`src/rtl/sprite_pkg.sv`:
```
// sprite_pkg: shared constants and animation-state codes for the sprite compositor
package sprite_pkg;
    localparam logic [7:0] TRANSP_DEF = 8'hE3;
    localparam int SPR_W_DEF = 113;
    localparam int SPR_H_DEF = 157;
    typedef enum logic [3:0] {
        ST_IDLE, ST_WALK, ST_WALKBACK,
        ST_ATK_START, ST_ATK_MID, ST_ATK_PULL,
        ST_DIR_START, ST_DIR_MID, ST_DIR_PULL,
        ST_GOTHIT, ST_BLOCK
    } state_e;
endpackage

```
`src/rtl/sprite_compositor_if.sv`:
```
// sprite_compositor_if: pixel stream, sprite attributes, ROM port and composited output
interface sprite_compositor_if #(
    parameter int NUM_SPR = 2,
    parameter int COORD_W = 10,
    parameter int ADDR_W  = 15,
    parameter int COLOR_W = 8,
    parameter int STATE_W = 4,
    parameter int ID_W    = (NUM_SPR > 1) ? $clog2(NUM_SPR) : 1
);
    logic                       frame_start;
    logic                       pix_valid;
    logic [COORD_W-1:0]         pix_x, pix_y;
    logic [NUM_SPR-1:0]         spr_en, spr_flip;
    logic [NUM_SPR*COORD_W-1:0] spr_x, spr_y;
    logic [NUM_SPR*STATE_W-1:0] spr_state;
    logic [NUM_SPR*ADDR_W-1:0]  rom_addr;
    logic [NUM_SPR*STATE_W-1:0] rom_sel;
    logic [NUM_SPR*COLOR_W-1:0] rom_data;
    logic                       out_valid, out_visible;
    logic [COLOR_W-1:0]         out_color;
    logic [ID_W-1:0]            out_id;
    logic [NUM_SPR-1:0]         coll_live, coll_frame;
    modport slave (
        input  frame_start, pix_valid, pix_x, pix_y, spr_en, spr_flip, spr_x, spr_y, spr_state, rom_data,
        output rom_addr, rom_sel, out_valid, out_visible, out_color, out_id, coll_live, coll_frame
    );
    modport master (
        output frame_start, pix_valid, pix_x, pix_y, spr_en, spr_flip, spr_x, spr_y, spr_state, rom_data,
        input  rom_addr, rom_sel, out_valid, out_visible, out_color, out_id, coll_live, coll_frame
    );
endinterface

```
`src/rtl/sprite_channel.sv`:
```
// sprite_channel: per-sprite shadow registers, hit test and mirrored ROM address generation
module sprite_channel #(
    parameter int COORD_W = 10,
    parameter int SPR_W   = 113,
    parameter int SPR_H   = 157,
    parameter int ADDR_W  = 15,
    parameter int STATE_W = 4
) (
    input  logic               clk,
    input  logic               rst_n,
    input  logic               frame_start,
    input  logic               pix_valid,
    input  logic [COORD_W-1:0] pix_x,
    input  logic [COORD_W-1:0] pix_y,
    input  logic               en_in,
    input  logic               flip_in,
    input  logic [COORD_W-1:0] x_in,
    input  logic [COORD_W-1:0] y_in,
    input  logic [STATE_W-1:0] state_in,
    output logic               hit_q,
    output logic [ADDR_W-1:0]  addr_q,
    output logic [STATE_W-1:0] sel_q
);
    localparam int CW = COORD_W + 1;
    logic en_q, en_d, flip_q, flip_d, hit_d;
    logic [COORD_W-1:0] x_q, x_d, y_q, y_d, rx, ry, col;
    logic [STATE_W-1:0] st_q, st_d, sel_d;
    logic [ADDR_W-1:0] addr_d;
    always_comb begin
        en_d   = frame_start ? en_in : en_q;
        flip_d = frame_start ? flip_in : flip_q;
        x_d    = frame_start ? x_in : x_q;
        y_d    = frame_start ? y_in : y_q;
        st_d   = frame_start ? state_in : st_q;
        // one extra bit keeps sprites near the right/bottom edge from wrapping to 0
        hit_d  = en_q & pix_valid
               & ({1'b0, pix_x} >= {1'b0, x_q}) & ({1'b0, pix_x} < {1'b0, x_q} + CW'(SPR_W))
               & ({1'b0, pix_y} >= {1'b0, y_q}) & ({1'b0, pix_y} < {1'b0, y_q} + CW'(SPR_H));
        rx     = pix_x - x_q;
        ry     = pix_y - y_q;
        col    = flip_q ? COORD_W'(SPR_W - 1) - rx : rx;
        addr_d = hit_d ? ADDR_W'(ry) * ADDR_W'(SPR_W) + ADDR_W'(col) : '0;
        sel_d  = st_q;
    end
    always_ff @(posedge clk or negedge rst_n)
        if (!rst_n) begin
            en_q   <= 1'b0;
            flip_q <= 1'b0;
            x_q    <= '0;
            y_q    <= '0;
            st_q   <= '0;
            hit_q  <= 1'b0;
            addr_q <= '0;
            sel_q  <= '0;
        end else begin
            en_q   <= en_d;
            flip_q <= flip_d;
            x_q    <= x_d;
            y_q    <= y_d;
            st_q   <= st_d;
            hit_q  <= hit_d;
            addr_q <= addr_d;
            sel_q  <= sel_d;
        end
endmodule

```
`src/rtl/sprite_compositor.sv`:
```
// sprite_compositor: 3-stage per-pixel sprite hit test, priority select and collision flags
module sprite_compositor
    import sprite_pkg::*;
#(
    parameter int NUM_SPR = 2,
    parameter int COORD_W = 10,
    parameter int SPR_W   = SPR_W_DEF,
    parameter int SPR_H   = SPR_H_DEF,
    parameter int ADDR_W  = 15,
    parameter int COLOR_W = 8,
    parameter int STATE_W = 4,
    parameter logic [COLOR_W-1:0] TRANSP = COLOR_W'(TRANSP_DEF)
) (
    input logic clk,
    input logic rst_n,
    sprite_compositor_if.slave bus
);
    localparam int ID_W = (NUM_SPR > 1) ? $clog2(NUM_SPR) : 1;
    logic [NUM_SPR-1:0] hit0, hit1_q, hit1_d, opq, sets;
    logic [NUM_SPR*ADDR_W-1:0] addr0;
    logic [NUM_SPR*STATE_W-1:0] sel0, sel1_q, sel1_d;
    logic valid0_q, valid0_d, valid1_q, valid1_d, out_valid_q, out_valid_d, out_vis_q, out_vis_d;
    logic [COLOR_W-1:0] out_color_q, out_color_d;
    logic [ID_W-1:0] out_id_q, out_id_d, win;
    logic [NUM_SPR-1:0] coll_live_q, coll_live_d, coll_frame_q, coll_frame_d;
    for (genvar g = 0; g < NUM_SPR; g++) begin : g_ch
        sprite_channel #(
            .COORD_W(COORD_W), .SPR_W(SPR_W), .SPR_H(SPR_H), .ADDR_W(ADDR_W), .STATE_W(STATE_W)
        ) u_ch (
            .clk(clk), .rst_n(rst_n), .frame_start(bus.frame_start), .pix_valid(bus.pix_valid),
            .pix_x(bus.pix_x), .pix_y(bus.pix_y),
            .en_in(bus.spr_en[g]), .flip_in(bus.spr_flip[g]),
            .x_in(bus.spr_x[g*COORD_W +: COORD_W]), .y_in(bus.spr_y[g*COORD_W +: COORD_W]),
            .state_in(bus.spr_state[g*STATE_W +: STATE_W]),
            .hit_q(hit0[g]), .addr_q(addr0[g*ADDR_W +: ADDR_W]), .sel_q(sel0[g*STATE_W +: STATE_W])
        );
    end
    assign bus.rom_addr    = addr0;
    assign bus.rom_sel     = sel0;
    assign bus.out_valid   = out_valid_q;
    assign bus.out_visible = out_vis_q;
    assign bus.out_color   = out_color_q;
    assign bus.out_id      = out_id_q;
    assign bus.coll_live   = coll_live_q;
    assign bus.coll_frame  = coll_frame_q;
    always_comb begin
        valid0_d = bus.pix_valid;
        valid1_d = valid0_q;
        hit1_d   = hit0;
        sel1_d   = sel0;
        win      = '0;
        // frames above BLOCK are not populated in the ROM, so those channels never draw
        for (int i = 0; i < NUM_SPR; i++) begin
            opq[i] = hit1_q[i] & (bus.rom_data[i*COLOR_W +: COLOR_W] != TRANSP)
                   & (sel1_q[i*STATE_W +: STATE_W] <= STATE_W'(ST_BLOCK));
            if (opq[i]) win = ID_W'(i);
        end
        sets         = ((opq & (opq - 1'b1)) != '0) ? opq : '0;
        out_valid_d  = valid1_q;
        out_vis_d    = |opq;
        out_color_d  = out_vis_d ? bus.rom_data[win*COLOR_W +: COLOR_W] : TRANSP;
        out_id_d     = win;
        coll_live_d  = bus.frame_start ? '0 : coll_live_q | sets;
        coll_frame_d = bus.frame_start ? coll_live_q | sets : coll_frame_q;
    end
    always_ff @(posedge clk or negedge rst_n)
        if (!rst_n) begin
            valid0_q     <= 1'b0;
            valid1_q     <= 1'b0;
            hit1_q       <= '0;
            sel1_q       <= '0;
            out_valid_q  <= 1'b0;
            out_vis_q    <= 1'b0;
            out_color_q  <= TRANSP;
            out_id_q     <= '0;
            coll_live_q  <= '0;
            coll_frame_q <= '0;
        end else begin
            valid0_q     <= valid0_d;
            valid1_q     <= valid1_d;
            hit1_q       <= hit1_d;
            sel1_q       <= sel1_d;
            out_valid_q  <= out_valid_d;
            out_vis_q    <= out_vis_d;
            out_color_q  <= out_color_d;
            out_id_q     <= out_id_d;
            coll_live_q  <= coll_live_d;
            coll_frame_q <= coll_frame_d;
        end
endmodule

```
`src/flat_wrapper.sv`:
```
// flat-port wrapper written by rule: the top's interface ports become plain ports
module sprite_compositor_flat import sprite_pkg::*;
#(
    parameter int NUM_SPR = 2,
    parameter int COORD_W = 10,
    parameter int SPR_W   = SPR_W_DEF,
    parameter int SPR_H   = SPR_H_DEF,
    parameter int ADDR_W  = 15,
    parameter int COLOR_W = 8,
    parameter int STATE_W = 4,
    parameter logic [COLOR_W-1:0] TRANSP = COLOR_W'(TRANSP_DEF)
)
  (clk, rst_n, bus_frame_start, bus_pix_valid, bus_pix_x, bus_pix_y, bus_spr_en, bus_spr_flip, bus_spr_x, bus_spr_y, bus_spr_state, bus_rom_data, bus_rom_addr, bus_rom_sel, bus_out_valid, bus_out_visible, bus_out_color, bus_out_id, bus_coll_live, bus_coll_frame);
  sprite_compositor_if #(.NUM_SPR(NUM_SPR), .COORD_W(COORD_W), .ADDR_W(ADDR_W), .COLOR_W(COLOR_W), .STATE_W(STATE_W)) bus_i ();
  input logic clk;
  input logic rst_n;
  input wire logic [$bits(bus_i.frame_start)-1:0] bus_frame_start;
  input wire logic [$bits(bus_i.pix_valid)-1:0] bus_pix_valid;
  input wire logic [$bits(bus_i.pix_x)-1:0] bus_pix_x;
  input wire logic [$bits(bus_i.pix_y)-1:0] bus_pix_y;
  input wire logic [$bits(bus_i.spr_en)-1:0] bus_spr_en;
  input wire logic [$bits(bus_i.spr_flip)-1:0] bus_spr_flip;
  input wire logic [$bits(bus_i.spr_x)-1:0] bus_spr_x;
  input wire logic [$bits(bus_i.spr_y)-1:0] bus_spr_y;
  input wire logic [$bits(bus_i.spr_state)-1:0] bus_spr_state;
  input wire logic [$bits(bus_i.rom_data)-1:0] bus_rom_data;
  output wire logic [$bits(bus_i.rom_addr)-1:0] bus_rom_addr;
  output wire logic [$bits(bus_i.rom_sel)-1:0] bus_rom_sel;
  output wire logic [$bits(bus_i.out_valid)-1:0] bus_out_valid;
  output wire logic [$bits(bus_i.out_visible)-1:0] bus_out_visible;
  output wire logic [$bits(bus_i.out_color)-1:0] bus_out_color;
  output wire logic [$bits(bus_i.out_id)-1:0] bus_out_id;
  output wire logic [$bits(bus_i.coll_live)-1:0] bus_coll_live;
  output wire logic [$bits(bus_i.coll_frame)-1:0] bus_coll_frame;
  assign bus_i.frame_start = bus_frame_start;
  assign bus_i.pix_valid = bus_pix_valid;
  assign bus_i.pix_x = bus_pix_x;
  assign bus_i.pix_y = bus_pix_y;
  assign bus_i.spr_en = bus_spr_en;
  assign bus_i.spr_flip = bus_spr_flip;
  assign bus_i.spr_x = bus_spr_x;
  assign bus_i.spr_y = bus_spr_y;
  assign bus_i.spr_state = bus_spr_state;
  assign bus_i.rom_data = bus_rom_data;
  assign bus_rom_addr = bus_i.rom_addr;
  assign bus_rom_sel = bus_i.rom_sel;
  assign bus_out_valid = bus_i.out_valid;
  assign bus_out_visible = bus_i.out_visible;
  assign bus_out_color = bus_i.out_color;
  assign bus_out_id = bus_i.out_id;
  assign bus_coll_live = bus_i.coll_live;
  assign bus_coll_frame = bus_i.coll_frame;
  sprite_compositor #(.NUM_SPR(NUM_SPR), .COORD_W(COORD_W), .SPR_W(SPR_W), .SPR_H(SPR_H), .ADDR_W(ADDR_W), .COLOR_W(COLOR_W), .STATE_W(STATE_W), .TRANSP(TRANSP)) u_core (.clk(clk), .rst_n(rst_n), .bus(bus_i));
endmodule
```
`config.mk`:
```
export PLATFORM = sky130hd
export DESIGN_NAME = sprite_compositor_flat
export DESIGN_NICKNAME = d
export VERILOG_FILES = /design/src/rtl/sprite_pkg.sv /design/src/rtl/sprite_compositor_if.sv /design/src/rtl/sprite_channel.sv /design/src/rtl/sprite_compositor.sv /design/src/flat_wrapper.sv
export SDC_FILE = /design/constraint.sdc
export NUM_CORES = 1
export LEC_CHECK = 0
export BUFFER_PORTS_ARGS = -buffer_cell sky130_fd_sc_hd__buf_4
export CAP_MARGIN = 20
export CORE_ASPECT_RATIO = 1.25
export CORE_MARGIN = 1
export CORE_UTILIZATION = 40
export DETAILED_ROUTE_END_ITERATION = 7
export REMOVE_ABC_BUFFERS = 1
export SLEW_MARGIN = 0
export SYNTH_ARGS = -nofsm -noshare
export SYNTH_HDL_FRONTEND = slang
export SYNTH_SLANG_ARGS = --single-unit
```
`constraint.sdc`:
```
create_clock -name clk -period 9.15 [get_ports clk]
set_input_delay 1.83 -clock clk [delete_from_list [all_inputs] [get_ports clk]]
set_output_delay 1.83 -clock clk [all_outputs]
set_load 0.01 [all_outputs]
```
==> metrics.md <==
| Metric | Value |
|---|---|
| Clock Tree Root | `clkbuf_16` |
| Antenna-violating nets left | `0` |
| RSZ-0062 raised after global routing | `false` |
| Setup TNS | `0 ns` |
| Area growth syn-to-layout | `19.4%` |
| Top cell type's share of synthesized area | `0.274` |
| Cts repair resizes | `0` |
| Antenna diode count | `0` |
| Setup repair bufs after CTS | `0` |
| Status | `finished, final reports clean` |
| VDD IR max | `0.000608 V` |
| Worst-path clk slew | `0.06 ns` |
| Vias in the first global route | `8396` |
| Worst setup path class | `in2reg` |
| Later-pin clock latency in the skew report | `approximately 0.43 ns` |
| Num ports | `~150` |
| DR DRC count | `0` |
| CORE AREA | `between 20000 and 30000 um2` |
| Max-Cap Viols | `0` |
| Avg Cell Area, Syn | `approximately 9.4 um2` |
| Fin. max-slew vios | `0` |
| Drt first pass iters | `4` |
| Initial DRC count | `about 370` |
| Final Skew | `between 0.008 and 0.009 ns` |
| H-tree levels | `4` |
| Starting density of the core | `0.410` |
| Die area | `between 20000 and 30000 um2` |
| P_leak | `approximately 6.3 nW` |
| Residual overflow from global routing | `0` |
| Post-Route WL | `roughly 25 mm` |
| Type of destination of the critical path | `flop` |
| Cell area after synthesis | `between 10000 and 15000 um2` |
| CTS Hold Bufs | `0` |
| DP Worst Slack | `1.92 ns` |
| Startpoint types | `input port` |
| Avg Vias per Cell | `5.12` |
| Layout Cells excl Fill | `1595` |
| Via count | `roughly 8.2k` |
| Placer congestion estimate | `0.888` |
| Initial antenna violation count | `0` |
| Worst EP required | `9.43 ns` |
| Row cnt | `65` |
| Number of enable flip-flop cells after synthesis | `0` |
| Routed wire per std cell | `about 15 um` |
| Sequential-to-total area share from yosys stat | `0.287` |
| Clock sinks | `~120` |
| Final Instance Area | `roughly 12000 um2` |
| Mapped Cells | `roughly 1.1k` |
| FILL cells | `~2.4k` |
| Synth area leader | `dfrtp_1` |
| Die height | `about 180 um` |
| PD cells | `about 400 nW/um2` |
| Quantity of I/O buffers inserted on ports | `between 100 and 150` |
| Tmin final | `6.78 ns` |
| Synth Register Bits | `~120` |
| Commonest non-fill, non-tap cell in the layout | `ha_1` |
| Clock tree from TritonCTS | `built` |
| Final setup viols | `0` |
| First-pass GRT wire length | `40.6 mm` |
| Yosys warns | `0` |
| Final hold violation count | `0` |
| Die Width | `approximately 150 um` |
| FMAX | `around 150 MHz` |
| Synth area leaders | `dfrtp_1 (27%), ha_1 (21%), fa_1 (7.7%)` |
| Most frequent cells in the layout | `ha_1 (176), inv_1 (152), buf_4 (146)` |
| Slew @ Worst Pin | `approximately 1 ns` |
| GRT Total Usage | `0.193` |
| Primary FF master, synth | `dfrtp_1` |
| Asr flop ratio synth | `1.00` |
| Worst endpoint data arrival time | `7.07 ns` |
| Maximum clock insertion buffer count | `2` |
| Num CTS Buffers | `17` |
| Nets@finish | `~1.6k` |
| Dpl cell area | `between 10000 and 15000 um2` |
| Cell count after placement | `roughly 1.6k` |
| Final Cycle Share | `0.742` |
| Fraction of layout cells with a size suffix above 1 | `0.163` |
| Slew margin rel. | `0.328` |
| Worst setup margin | `approximately 2.4 ns` |
| Number of distinct library cells after synthesis | `70` |
| Largest net degree at the start of global routing | `100` |
| Critical path fanouts, max | `4` |
| Hpwl dp | `approximately 20 mm` |
| Min-delay worst type | `reg2reg` |
-- registers in the layout, summed over array words and instances, names as in the netlist --
register,cells
u_core.out_valid_d,1
u_core.g_ch.u_ch.hit_q,2
u_core.g_ch.u_ch.addr_q,30
u_core.bus.out_visible,1
u_core.bus.out_valid,1
u_core.g_ch.u_ch.en_q,2
u_core.hit1_q,2
u_core.bus.coll_frame,2
u_core.g_ch.u_ch.sel_d,8
u_core.valid0_q,1
u_core.g_ch.u_ch.flip_q,2
u_core.sel1_q,8
u_core.g_ch.u_ch.x_q,20
u_core.g_ch.u_ch.sel_q,8
u_core.bus.out_color,8
u_core.bus.coll_live,2
u_core.bus.out_id,1
u_core.g_ch.u_ch.y_q,20
-- kinds of logic after synthesis --
| family | synth area share |
|---|---|
| XOR/XNOR | 0.0838 |
| AO/OA/AOI/OAI | 0.139 |
| AND/OR/NAND/NOR | 0.122 |
| buffers and inverters | 0.0644 |
| multiplexers | 0.0158 |
| adder cells (fa/ha/maj) | 0.289 |
| flip-flops | 0.287 |
-- cell usage after synthesis (all sizes together) (4+ instances only) --
cell and n:
mux2i 4, o311ai 5, nand4 6, o21ai 66, o21bai 4, nand2b 18, a211oi 5, nor3 30
nand2 79, a2111oi 7, a21o 23, xor2 31, ha 176, a22oi 5, nor2 60, xnor2 66
inv 152, nand4b 4, a21boi 4, dfstp 5, o21a 10, fa 40, nand3 15, or2 6
or3 4, a21oi 46, clkbuf 18, dfrtp 114, and3 8, o22a 5, nor2b 13, o22ai 4
mux2 11, o221ai 7
-- final timing paths --
path	start	endpoint	cells after the start	slack, ns
worst max register to register	u_core.g_ch[1].u_ch.y_q[0]	u_core.g_ch[1].u_ch.addr_q[13]	21	3.59
worst max-delay path	bus_pix_y[0]	u_core.g_ch[1].u_ch.addr_q[13]	23	2.37
worst min-delay path	u_core.g_ch[0].u_ch.hit_q	u_core.hit1_q[0]	0	0.35
worst min register to register	u_core.g_ch[0].u_ch.hit_q	u_core.hit1_q[0]	0	0.35
max in group asynchronous	rst_n	u_core.bus.coll_live[0]	2	6.37
min in group asynchronous	rst_n	u_core.valid0_q	1	1.44
-- stage by stage --
step                      utilization  hold slack (ns)  total power [W]
final                           0.490            0.348          0.00484
after global routing            0.490            0.359          0.00543
after CTS                       0.490            0.351          0.00489
after detailed placement        0.466            0.338          0.00416
after global placement          0.466            0.334          0.00412
after floorplan                     -            0.331          0.00345
-- layer usage --
layer | part of all wire | vias up | track usage
met4 | 0.032 | 0 | 0.0821
met2 | 0.52 | 126 | 0.356
met5 | 0 | - | 0
met1 | 0.42 | 3911 | 0.219
met3 | 0.026 | 45 | 0.0330
li1 | - | 4083 | -
-- final cells by class --
cell class	instances	area [um2]	share of cell area
clock inverters	14	164	0.0132
repair buffers	146	1100	0.0882
clock buffers	18	439	0.0353
flip-flops and latches	119	2980	0.240
multi-input cells	811	6750	0.543
well taps	335	419	0.0337
inverters	152	571	0.0459
-- where the power goes --
| group | switching [W] | total [W] | internal [W] |
|---|---|---|---|
| Clock | 0.000271 | 0.000685 | 0.000415 |
| Combinational | 0.00192 | 0.00355 | 0.00163 |
| Sequential | 0.0000289 | 0.000604 | 0.000575 |
| Total | 0.00222 | 0.00484 | 0.00262 |
-- critical path: stages --
cell	delay (ns)
buf_4	0.11
inv_1	0.13
ha_1	0.17
inv_1	0.06
fa_1	0.40
a21o_1	0.18
a21oi_1	0.32
xnor2_1	0.26
inv_1	0.16
fa_1	0.55
inv_1	0.04
ha_1	0.32
fa_1	0.54
inv_1	0.05
fa_1	0.52
inv_1	0.04
ha_1	0.32
o311ai_0	0.10
a21oi_1	0.13
a311o_1	0.41
o211a_1	0.24
xnor2_1	0.12
nor2_1	0.05
Note: power is estimated with default switching activity, not from simulation.
